`src/rtl/pipeline_stall_controller_if.sv`:
```
// Handshake bundle between the hazard/memory sources and the stall controller.
// master drives the hazard and memory status, slave returns the pipeline controls.
interface pipeline_stall_controller_if;
   logic        hdu_stall;
   logic        branch_taken;
   logic        dmem_req;
   logic        dmem_ready;
   logic        pc_write;
   logic        if_id_write;
   logic        if_id_flush;
   logic        id_ex_bubble;
   logic        pipe_hold;
   logic        mem_fault;
   logic [15:0] stall_count;

   modport master (
      output hdu_stall, branch_taken, dmem_req, dmem_ready,
      input  pc_write, if_id_write, if_id_flush, id_ex_bubble, pipe_hold,
             mem_fault, stall_count
   );

   modport slave (
      input  hdu_stall, branch_taken, dmem_req, dmem_ready,
      output pc_write, if_id_write, if_id_flush, id_ex_bubble, pipe_hold,
             mem_fault, stall_count
   );
endinterface

```
`src/rtl/pipeline_stall_controller.sv`:
```
// Pipeline stall/flush controller: arbitrates memory waits, taken branches and
// load-use hazards, declares a sticky fault on data-memory timeout and counts
// stalled cycles.
module pipeline_stall_controller #(
   parameter int unsigned MEM_TIMEOUT = 15
) (
   input  logic                          clk,
   input  logic                          rst_n,
   pipeline_stall_controller_if.slave    bus
);

   typedef enum logic [1:0] {
      RUN      = 2'd0,
      MEM_WAIT = 2'd1,
      FAULT    = 2'd2
   } state_t;

   localparam logic [7:0] TIMEOUT = 8'(MEM_TIMEOUT);

   state_t      state_q, state_d;
   logic [7:0]  wait_cnt_q, wait_cnt_d;
   logic        mem_fault_q, mem_fault_d;
   logic [15:0] stall_cnt_q, stall_cnt_d;

   logic pc_write, if_id_write, if_id_flush, id_ex_bubble, pipe_hold;

   // Next state and control outputs; outputs are forced idle while reset is held.
   always_comb begin
      pc_write     = 1'b1;
      if_id_write  = 1'b1;
      if_id_flush  = 1'b0;
      id_ex_bubble = 1'b0;
      pipe_hold    = 1'b0;
      state_d      = state_q;
      wait_cnt_d   = wait_cnt_q;
      mem_fault_d  = mem_fault_q;

      case (state_q)
         RUN: begin
            if (bus.dmem_req && !bus.dmem_ready) begin
               pc_write    = 1'b0;
               if_id_write = 1'b0;
               pipe_hold   = 1'b1;
               state_d     = MEM_WAIT;
               wait_cnt_d  = 8'd1;
            end else if (bus.branch_taken) begin
               // Wrong-path instructions in IF/ID and ID are squashed; the
               // load-use request refers to a squashed instruction.
               if_id_flush  = 1'b1;
               id_ex_bubble = 1'b1;
            end else if (bus.hdu_stall) begin
               pc_write     = 1'b0;
               if_id_write  = 1'b0;
               id_ex_bubble = 1'b1;
            end
         end
         MEM_WAIT: begin
            // Whole pipe frozen; branch/hazard requests are re-seen in RUN.
            pc_write    = 1'b0;
            if_id_write = 1'b0;
            pipe_hold   = 1'b1;
            if (bus.dmem_ready) begin
               state_d    = RUN;
               wait_cnt_d = 8'd0;
            end else if (({1'b0, wait_cnt_q} + 9'd1) >= {1'b0, TIMEOUT}) begin
               // Saturate at the limit so the counter never passes it.
               state_d     = FAULT;
               mem_fault_d = 1'b1;
               wait_cnt_d  = TIMEOUT;
            end else begin
               wait_cnt_d = wait_cnt_q + 8'd1;
            end
         end
         FAULT: begin
            pc_write    = 1'b0;
            if_id_write = 1'b0;
            pipe_hold   = 1'b1;
            mem_fault_d = 1'b1;
         end
         default: begin
            state_d    = RUN;
            wait_cnt_d = 8'd0;
         end
      endcase

      if (!rst_n) begin
         pc_write     = 1'b0;
         if_id_write  = 1'b0;
         if_id_flush  = 1'b0;
         id_ex_bubble = 1'b0;
         pipe_hold    = 1'b0;
      end

      stall_cnt_d = stall_cnt_q;
      if (!pc_write && stall_cnt_q != 16'hFFFF)
         stall_cnt_d = stall_cnt_q + 16'd1;
   end

   // State, wait counter, sticky fault and saturating stall counter.
   always_ff @(posedge clk or negedge rst_n) begin
      if (!rst_n) begin
         state_q     <= RUN;
         wait_cnt_q  <= 8'd0;
         mem_fault_q <= 1'b0;
         stall_cnt_q <= 16'd0;
      end else begin
         state_q     <= state_d;
         wait_cnt_q  <= wait_cnt_d;
         mem_fault_q <= mem_fault_d;
         stall_cnt_q <= stall_cnt_d;
      end
   end

   assign bus.pc_write     = pc_write;
   assign bus.if_id_write  = if_id_write;
   assign bus.if_id_flush  = if_id_flush;
   assign bus.id_ex_bubble = id_ex_bubble;
   assign bus.pipe_hold    = pipe_hold;
   assign bus.mem_fault    = mem_fault_q;
   assign bus.stall_count  = stall_cnt_q;

endmodule

```
`src/flat_wrapper.sv`:
```
// flat-port wrapper written by rule: the top's interface ports become plain ports
module pipeline_stall_controller_flat 
#(
   parameter int unsigned MEM_TIMEOUT = 15
)
  (clk, rst_n, bus_hdu_stall, bus_branch_taken, bus_dmem_req, bus_dmem_ready, bus_pc_write, bus_if_id_write, bus_if_id_flush, bus_id_ex_bubble, bus_pipe_hold, bus_mem_fault, bus_stall_count);
  pipeline_stall_controller_if bus_i ();
  input  logic clk;
  input  logic rst_n;
  input wire logic [$bits(bus_i.hdu_stall)-1:0] bus_hdu_stall;
  input wire logic [$bits(bus_i.branch_taken)-1:0] bus_branch_taken;
  input wire logic [$bits(bus_i.dmem_req)-1:0] bus_dmem_req;
  input wire logic [$bits(bus_i.dmem_ready)-1:0] bus_dmem_ready;
  output wire logic [$bits(bus_i.pc_write)-1:0] bus_pc_write;
  output wire logic [$bits(bus_i.if_id_write)-1:0] bus_if_id_write;
  output wire logic [$bits(bus_i.if_id_flush)-1:0] bus_if_id_flush;
  output wire logic [$bits(bus_i.id_ex_bubble)-1:0] bus_id_ex_bubble;
  output wire logic [$bits(bus_i.pipe_hold)-1:0] bus_pipe_hold;
  output wire logic [$bits(bus_i.mem_fault)-1:0] bus_mem_fault;
  output wire logic [$bits(bus_i.stall_count)-1:0] bus_stall_count;
  assign bus_i.hdu_stall = bus_hdu_stall;
  assign bus_i.branch_taken = bus_branch_taken;
  assign bus_i.dmem_req = bus_dmem_req;
  assign bus_i.dmem_ready = bus_dmem_ready;
  assign bus_pc_write = bus_i.pc_write;
  assign bus_if_id_write = bus_i.if_id_write;
  assign bus_if_id_flush = bus_i.if_id_flush;
  assign bus_id_ex_bubble = bus_i.id_ex_bubble;
  assign bus_pipe_hold = bus_i.pipe_hold;
  assign bus_mem_fault = bus_i.mem_fault;
  assign bus_stall_count = bus_i.stall_count;
  pipeline_stall_controller #(.MEM_TIMEOUT(MEM_TIMEOUT)) u_core (.clk(clk), .rst_n(rst_n), .bus(bus_i));
endmodule
```
`config.mk`:
```
export PLATFORM = sky130hd
export DESIGN_NAME = pipeline_stall_controller_flat
export DESIGN_NICKNAME = d
export VERILOG_FILES = /design/src/rtl/pipeline_stall_controller_if.sv /design/src/rtl/pipeline_stall_controller.sv /design/src/flat_wrapper.sv
export SDC_FILE = /design/constraint.sdc
export NUM_CORES = 1
export LEC_CHECK = 0
export CAP_MARGIN = 5
export CELL_PAD_IN_SITES_DETAIL_PLACEMENT = 2
export CELL_PAD_IN_SITES_GLOBAL_PLACEMENT = 2
export CORE_MARGIN = 4
export CORE_UTILIZATION = 30
export CTS_CLUSTER_SIZE = 40
export DETAILED_ROUTE_END_ITERATION = 6
export PLACE_DENSITY = 0.79
export SYNTH_ARGS = -nofsm -noshare
export SYNTH_HDL_FRONTEND = slang
export SYNTH_SLANG_ARGS = --single-unit
```
`constraint.sdc`:
```
create_clock -name clk -period 5.98 [get_ports clk]
set_clock_uncertainty 0.05 [all_clocks]
set_input_delay 1.794 -clock clk [delete_from_list [all_inputs] [get_ports clk]]
set_output_delay 1.794 -clock clk [all_outputs]
set_load 0.03 [all_outputs]
```
==> flow_metrics.env, run 1 <==
export IMPL_status="completed"
export IMPL_gpl_final_weighted_congestion=0.752
export IMPL_initial_core_utilization_pct=31.6
export IMPL_fin_cells=235
export IMPL_num_fill_cells=523
export IMPL_cts_reportedPaths_clkPinSlew_ns=0.09
export IMPL_ys_warn_count=0
export IMPL_ys_seq_area_share_pct=44.1
export IMPL_synth_top_cells_by_area="sky130_fd_sc_hd__dfrtp_1 44%, sky130_fd_sc_hd__xnor2_1 7.4%, sky130_fd_sc_hd__ha_1 5.7%"
export IMPL_gr_usage_all_layers_pct=13.5
export IMPL_synth_most_common_cell="sky130_fd_sc_hd__dfrtp_1"
export IMPL_vdd_ir_drop_max_mv=0.265
export IMPL_dieHeight_um=79.5
export IMPL_grt_start_max_net_pins=27
export IMPL_report_final_slew_viol_count=0
export IMPL_place_detailed_hpwl_um=2870
export IMPL_avgSynthCellArea_um2=10.8
export IMPL_place_inst=231
export IMPL_regToRegSetupSlack_ns=3.37
export IMPL_route_antenna_remaining_nets=0
export IMPL_power_leakage_nw=0.810
export IMPL_worst_slew_pin_slew_ns=0.999
export IMPL_max_slew_margin_rel_pct=33.4
export IMPL_yosys_area_top_type="sky130_fd_sc_hd__dfrtp_1"
export IMPL_hold_class="flip-flop to flip-flop"
export IMPL_post_route_drc_count=0
export IMPL_cts_sinks=27
export IMPL_insertedDiodeCount=0
export IMPL_edff_count_synth=0
export IMPL_final_nets=182
export IMPL_async_reset_ff_share_pct=100
export IMPL_timing_final_crit_share_pct=90.6
export IMPL_netlist_area_leader_share_pct=44.1
export IMPL_path_common_cell="sky130_fd_sc_hd__clkdlybuf4s50_1"
export IMPL_width_of_the_die_um=79.5
export IMPL_clkLatencyLatePin_ns=0.27
export IMPL_drt_wl_total_um=3800
export IMPL_synthesized_instance_count=142
export IMPL_cp_max_fo=6
export IMPL_routedWlPerCell_um=16.2
export IMPL_crit_arrival_ns=3.57
export IMPL_number_of_global_route_vias_before_repair=1327
export IMPL_cap_viol_max_count=0
export IMPL_cts_post_setup_buffers_inserted=0
export IMPL_tritoncts_num_buffers=3
export IMPL_grt_remaining_overflow=0
export IMPL_clockBufferDepth=2
export IMPL_worstSetupPathType="input pin to primary output"
export IMPL_area_delta_synth_final_pct=23.4
export IMPL_hold_buffers=0
export IMPL_numPortBuffers=27
export IMPL_grt_first_pass_wirelength_um=6700
export IMPL_critical_path_buf_inv_count=3
export IMPL_synth_ff_latch_count=27
export IMPL_worst_setup_path_end_kind="primary output"
export IMPL_cts_repair_resize_count=0
export IMPL_cts_tree="done"
export IMPL_worstPathCellList="clkdlybuf4s50_1 > nand2b_1 > inv_1 > a21oi_1 > nor3b_1 > clkdlybuf4s50_1"
export IMPL_num_vias=1185
export IMPL_cp_slowest_stage_delay_ns=0.70
export IMPL_slowest_stage_cell_cp="sky130_fd_sc_hd__clkdlybuf4s50_1"
export IMPL_synth_net_count=155
export IMPL_rows=25
export IMPL_dr_pass1_iters=4
export IMPL_crit_family="buffers and inverters"
export IMPL_routed_via_density=5.04
export IMPL_rsz0062_at_grt="no"
export IMPL_floorplan_core_area_mm2=0.00485
export IMPL_cell_types_with_the_highest_counts_after_synthesis="27 x sky130_fd_sc_hd__dfrtp_1, 13 x sky130_fd_sc_hd__xnor2_1, 9 x sky130_fd_sc_hd__nand4_1"
export IMPL_antenna_found_initial=0
export IMPL_io_pin_count=28
export IMPL_finalSetupTns_ns=0
export IMPL_power_per_cell_area_mw_per_mm2=387
export IMPL_finalSetupViolCount=0
export IMPL_timing_final_hold_violations=0
export IMPL_timing_critical_path_required_ns=4.14
export IMPL_final_critical_delay_including_setup_and_external_delays_ns=5.42
export IMPL_clockRootBuffer="sky130_fd_sc_hd__clkbuf_8"
export IMPL_final_layout_size_suffix_gt1_share_pct=10.7
export IMPL_start_kind="input pin"
export IMPL_synthesis_area_mm2=0.00153
export IMPL_fmaxAchievable_mhz=185
export IMPL_dieArea_mm2=0.00631
export IMPL_dominantRegCellSynth="sky130_fd_sc_hd__dfrtp_1"
export IMPL_htree_num_levels=1
export IMPL_first_iter_violations=43
export IMPL_yosysUniqueCellTypes=43
## layout make-up
class | count | area [um2] | share of cell area, %
multi-input combinational | 103 | 790 | 41.8
sequential | 27 | 676 | 35.7
timing repair buffer | 28 | 273 | 14.4
tap | 67 | 83.8 | 4.43
clock buffer | 3 | 41.3 | 2.18
inverter | 6 | 22.5 | 1.19
clock inverter | 1 | 5.00 | 0.265
## cell usage in the layout (no fill, tap or decap), types with 2 or more instances in the layout
master	instances
sky130_fd_sc_hd__a21oi_1	6
sky130_fd_sc_hd__a31oi_1	2
sky130_fd_sc_hd__and3_1	2
sky130_fd_sc_hd__and4_1	4
sky130_fd_sc_hd__buf_4	3
sky130_fd_sc_hd__clkbuf_8	3
sky130_fd_sc_hd__clkdlybuf4s50_1	25
sky130_fd_sc_hd__dfrtp_1	27
sky130_fd_sc_hd__ha_1	7
sky130_fd_sc_hd__inv_1	6
sky130_fd_sc_hd__mux2_2	2
sky130_fd_sc_hd__nand2_1	7
sky130_fd_sc_hd__nand2b_1	4
sky130_fd_sc_hd__nand3_1	7
sky130_fd_sc_hd__nand4_1	9
sky130_fd_sc_hd__nor2_1	5
sky130_fd_sc_hd__nor2b_1	5
sky130_fd_sc_hd__o211a_1	2
sky130_fd_sc_hd__o21ai_0	5
sky130_fd_sc_hd__xnor2_1	13
sky130_fd_sc_hd__xor2_1	2
## per-stage QoR
stage | setup slack, ns | power, mW | cell area [um2] | hold slack, ns | utilization (%)
floorplan | 1.30 | 0.514 | 1530 | 0.416 | -
global placement | 0.665 | 0.612 | 1840 | 0.417 | 38.0
detailed placement | 0.568 | 0.635 | 1840 | 0.420 | 38.0
CTS | 0.563 | 0.743 | 1890 | 0.444 | 39.0
global route | 0.428 | 0.789 | 1890 | 0.478 | 39.0
finish | 0.565 | 0.731 | 1890 | 0.438 | 39.0
## final timing paths
kind | startpoint | end | depth (start not counted)
max | bus_dmem_ready | bus_pipe_hold | 6
min | u_core.bus.mem_fault$_DFFE_PN0P_ | u_core.bus.mem_fault$_DFFE_PN0P_ | 2
max reg2reg | u_core.state_q[1]$_DFFE_PN0P_ | u_core.bus.stall_count[11]$_DFFE_PN0P_ | 7
min reg2reg | u_core.bus.mem_fault$_DFFE_PN0P_ | u_core.bus.mem_fault$_DFFE_PN0P_ | 2
max in group asynchronous | rst_n | u_core.bus.stall_count[7]$_DFFE_PN0P_ | 2
min in group asynchronous | rst_n | u_core.bus.mem_fault$_DFFE_PN0P_ | 1
## cells by family (layout without fill, tap and decap cells)
logic type      after synthesis  in the layout  synth area share, %
compound gates               29             29                 15.9
xor+xnor                     15             15                 8.58
fa+ha+maj                     7              7                 5.72
buf+inv                      12             38                 4.33
flops                        27             27                 44.1
mux                           3              3                 2.45
simple gates                 49             49                 19.0
## worst reg2reg max path: cells and delay by family, from the launching register on
kind                       cells  cell delay [ns]
AOI/OAI and AO/OA              2             1.05
DFF                            1             0.43
adders and majority gates      1             0.36
and+or+nand+nor                2             0.30
xor gates and xnor gates       1             0.22
buffers and inverters          1             0.13
## power breakdown
| group | switching [mW] | internal [mW] | total, mW | leakage [nW] |
|---|---|---|---|---|
| registers | 0.0651 | 0.223 | 0.288 | 0.351 |
| clock network | 0.0582 | 0.0468 | 0.105 | 0.0255 |
| logic | 0.193 | 0.145 | 0.338 | 0.433 |
| total | 0.317 | 0.414 | 0.731 | 0.810 |
## routing by layer
metal | track usage [%] | routed length (um) | vias up
met5 | 0 | 0 | -
met3 | 3.27 | 109 | 5
met1 | 16.2 | 1730 | 594
li1 | - | - | 569
met4 | 4.12 | 44 | 0
met2 | 23.5 | 1920 | 17
## registers in the layout (all words and copies together), names as in the netlist
signal	count
u_core.wait_cnt_q	8
u_core.state_q	2
u_core.bus.mem_fault	1
u_core.bus.stall_count	16
(Power assumes the default switching activity.)
==> run 2: changes to the inputs <==
- PLACE_DENSITY: 0.79 -> 0.7
==> flow_metrics.env, run 2 (synthesis results as in run 1) <==
export IMPL_gr_usage_all_layers_pct=13.4
export IMPL_place_detailed_hpwl_um=2910
export IMPL_floorplan_core_area_mm2=0.00485
export IMPL_worst_setup_path_end_kind="primary output"
export IMPL_vdd_ir_drop_max_mv=0.204
export IMPL_clockRootBuffer="sky130_fd_sc_hd__clkbuf_8"
export IMPL_antenna_found_initial=0
export IMPL_layout_cells_most_common="sky130_fd_sc_hd__dfrtp_1"
export IMPL_power_switching_mw=0.310
export IMPL_max_slew_margin_rel_pct=34.2
export IMPL_htree_num_levels=1
export IMPL_gpl_final_weighted_congestion=0.772
export IMPL_worstSetupPathType="input pin to primary output"
export IMPL_pwr_share_clk_pct=14.0
export IMPL_cap_viol_max_count=0
export IMPL_io_pin_count=28
export IMPL_timing_final_hold_violations=0
export IMPL_tritoncts_num_buffers=3
export IMPL_power_leakage_nw=0.807
export IMPL_clockBufferDepth=2
export IMPL_status="completed"
export IMPL_drt_wl_total_um=3840
export IMPL_cts_sinks=27
export IMPL_insertedDiodeCount=0
export IMPL_clkLatencyLatePin_ns=0.26
export IMPL_hold_buffers=0
export IMPL_timing_final_crit_share_pct=90.3
export IMPL_largest_register_ffs=16
export IMPL_dp_slack_ns=0.582
export IMPL_final_layout_size_suffix_gt1_share_pct=10.1
export IMPL_finalSetupTns_ns=0
export IMPL_rows=25
export IMPL_initial_core_utilization_pct=31.6
export IMPL_finalSetupViolCount=0
export IMPL_combPwrFrac_pct=46.2
export IMPL_cts_post_setup_buffers_inserted=0
export IMPL_report_final_slew_viol_count=0
export IMPL_dieArea_mm2=0.00631
export IMPL_numPortBuffers=27
export IMPL_cts_repair_resize_count=0
export IMPL_hold_class="flip-flop to flip-flop"
export IMPL_first_iter_violations=50
export IMPL_layout_setup_ws_ns=0.581
export IMPL_cts_reportedPaths_clkPinSlew_ns=0.09
export IMPL_crit_arrival_ns=3.56
export IMPL_grt_remaining_overflow=0
export IMPL_number_of_global_route_vias_before_repair=1344
export IMPL_width_of_the_die_um=79.5
export IMPL_power_per_cell_area_mw_per_mm2=384
export IMPL_worst_slew_pin_slew_ns=0.987
export IMPL_cts_tree="done"
export IMPL_layout_cells_most_common_list="27 x sky130_fd_sc_hd__dfrtp_1, 25 x sky130_fd_sc_hd__clkdlybuf4s50_1, 13 x sky130_fd_sc_hd__xnor2_1"
export IMPL_timing_critical_path_required_ns=4.14
export IMPL_final_critical_delay_including_setup_and_external_delays_ns=5.40
export IMPL_rsz0062_at_grt="no"
export IMPL_routed_via_density=5.05
export IMPL_power_switching_share_pct=42.7
export IMPL_dr_pass1_iters=4
export IMPL_area_delta_synth_final_pct=23.4
export IMPL_grt_first_pass_wirelength_um=6660
export IMPL_routedWlPerCell_um=16.3
export IMPL_post_route_drc_count=0
export IMPL_num_vias=1186
export IMPL_final_nets=182
export IMPL_dieHeight_um=79.5
export IMPL_power_internal_mw=0.415
export IMPL_route_antenna_remaining_nets=0
export IMPL_fmaxAchievable_mhz=185
export IMPL_start_kind="input pin"
export IMPL_p_seq_share_pct=39.8
export IMPL_grt_start_max_net_pins=23
export IMPL_cp_max_fo=6
-- run 2: changes by cell type in the layout (fill, tap and decap cells not counted), sizes merged --
cell,change
clkbuf,+1
clkinv,-1
-- run 2: area by class of cell --
class | count | area [um2]
Tap cell | 67 | 83.8
Timing Repair Buffer | 28 | 273
Inverter | 6 | 22.5
Sequential cell | 27 | 676
Fill cell | 536 | 2960
Multi-Input combinational cell | 103 | 790
Clock buffer | 4 | 45.0
-- run 2: worst max-delay path: stages --
cell and delay [ns]:
sky130_fd_sc_hd__clkdlybuf4s50_1 0.44, sky130_fd_sc_hd__nand2b_1 0.27, sky130_fd_sc_hd__inv_1 0.10, sky130_fd_sc_hd__a21oi_1 0.07, sky130_fd_sc_hd__nor3b_1 0.19, sky130_fd_sc_hd__clkdlybuf4s50_1 0.70
-- run 2: path summary, 6_finish.rpt --
path                                                               end                              startpoint  depth (start not counted)  slack, ns
max in group asynchronous             u_core.wait_cnt_q[7]$_DFFE_PN0P_                                   rst_n                          2       3.43
worst min register to register  u_core.bus.stall_count[11]$_DFFE_PN0P_  u_core.bus.stall_count[11]$_DFFE_PN0P_                          1       0.46
worst min-delay path            u_core.bus.stall_count[11]$_DFFE_PN0P_  u_core.bus.stall_count[11]$_DFFE_PN0P_                          1       0.46
worst max register to register  u_core.bus.stall_count[15]$_DFFE_PN0P_           u_core.state_q[1]$_DFFE_PN0P_                          7       3.40
min in group asynchronous             u_core.bus.mem_fault$_DFFE_PN0P_                                   rst_n                          1       1.79
worst max-delay path                                     bus_pipe_hold                          bus_dmem_ready                          6       0.58
-- run 2: per-layer routing --
metal  vias up  track usage, %  share of wire (%)
met5         -               0                  0
met4         0            3.09               0.62
met3         2            2.48                2.3
met2        14            24.3                 52
met1       606            16.4                 45
li1        564               -                  -
-- run 2: power by group through the flow --
| stage | sequential (mW) | clock (mW) | combinational (mW) |
|---|---|---|---|
| floorplan | 0.321 | 0 | 0.194 |
| global placement | 0.287 | 0 | 0.329 |
| detailed placement | 0.293 | 0 | 0.340 |
| CTS | 0.289 | 0.110 | 0.341 |
| global route | 0.299 | 0.119 | 0.365 |
| finish | 0.288 | 0.102 | 0.335 |
-- run 2: per-stage QoR --
step | instances | cell area (um2) | utilization [%] | hold WS, ns | power (mW)
finish | 235 | 1890 | 39.0 | 0.459 | 0.725
global route | 235 | 1890 | 39.0 | 0.499 | 0.784
CTS | 235 | 1890 | 39.0 | 0.463 | 0.741
detailed placement | 231 | 1840 | 38.0 | 0.441 | 0.633
global placement | 231 | 1840 | 38.0 | 0.408 | 0.616
floorplan | 142 | 1530 | - | 0.416 | 0.514
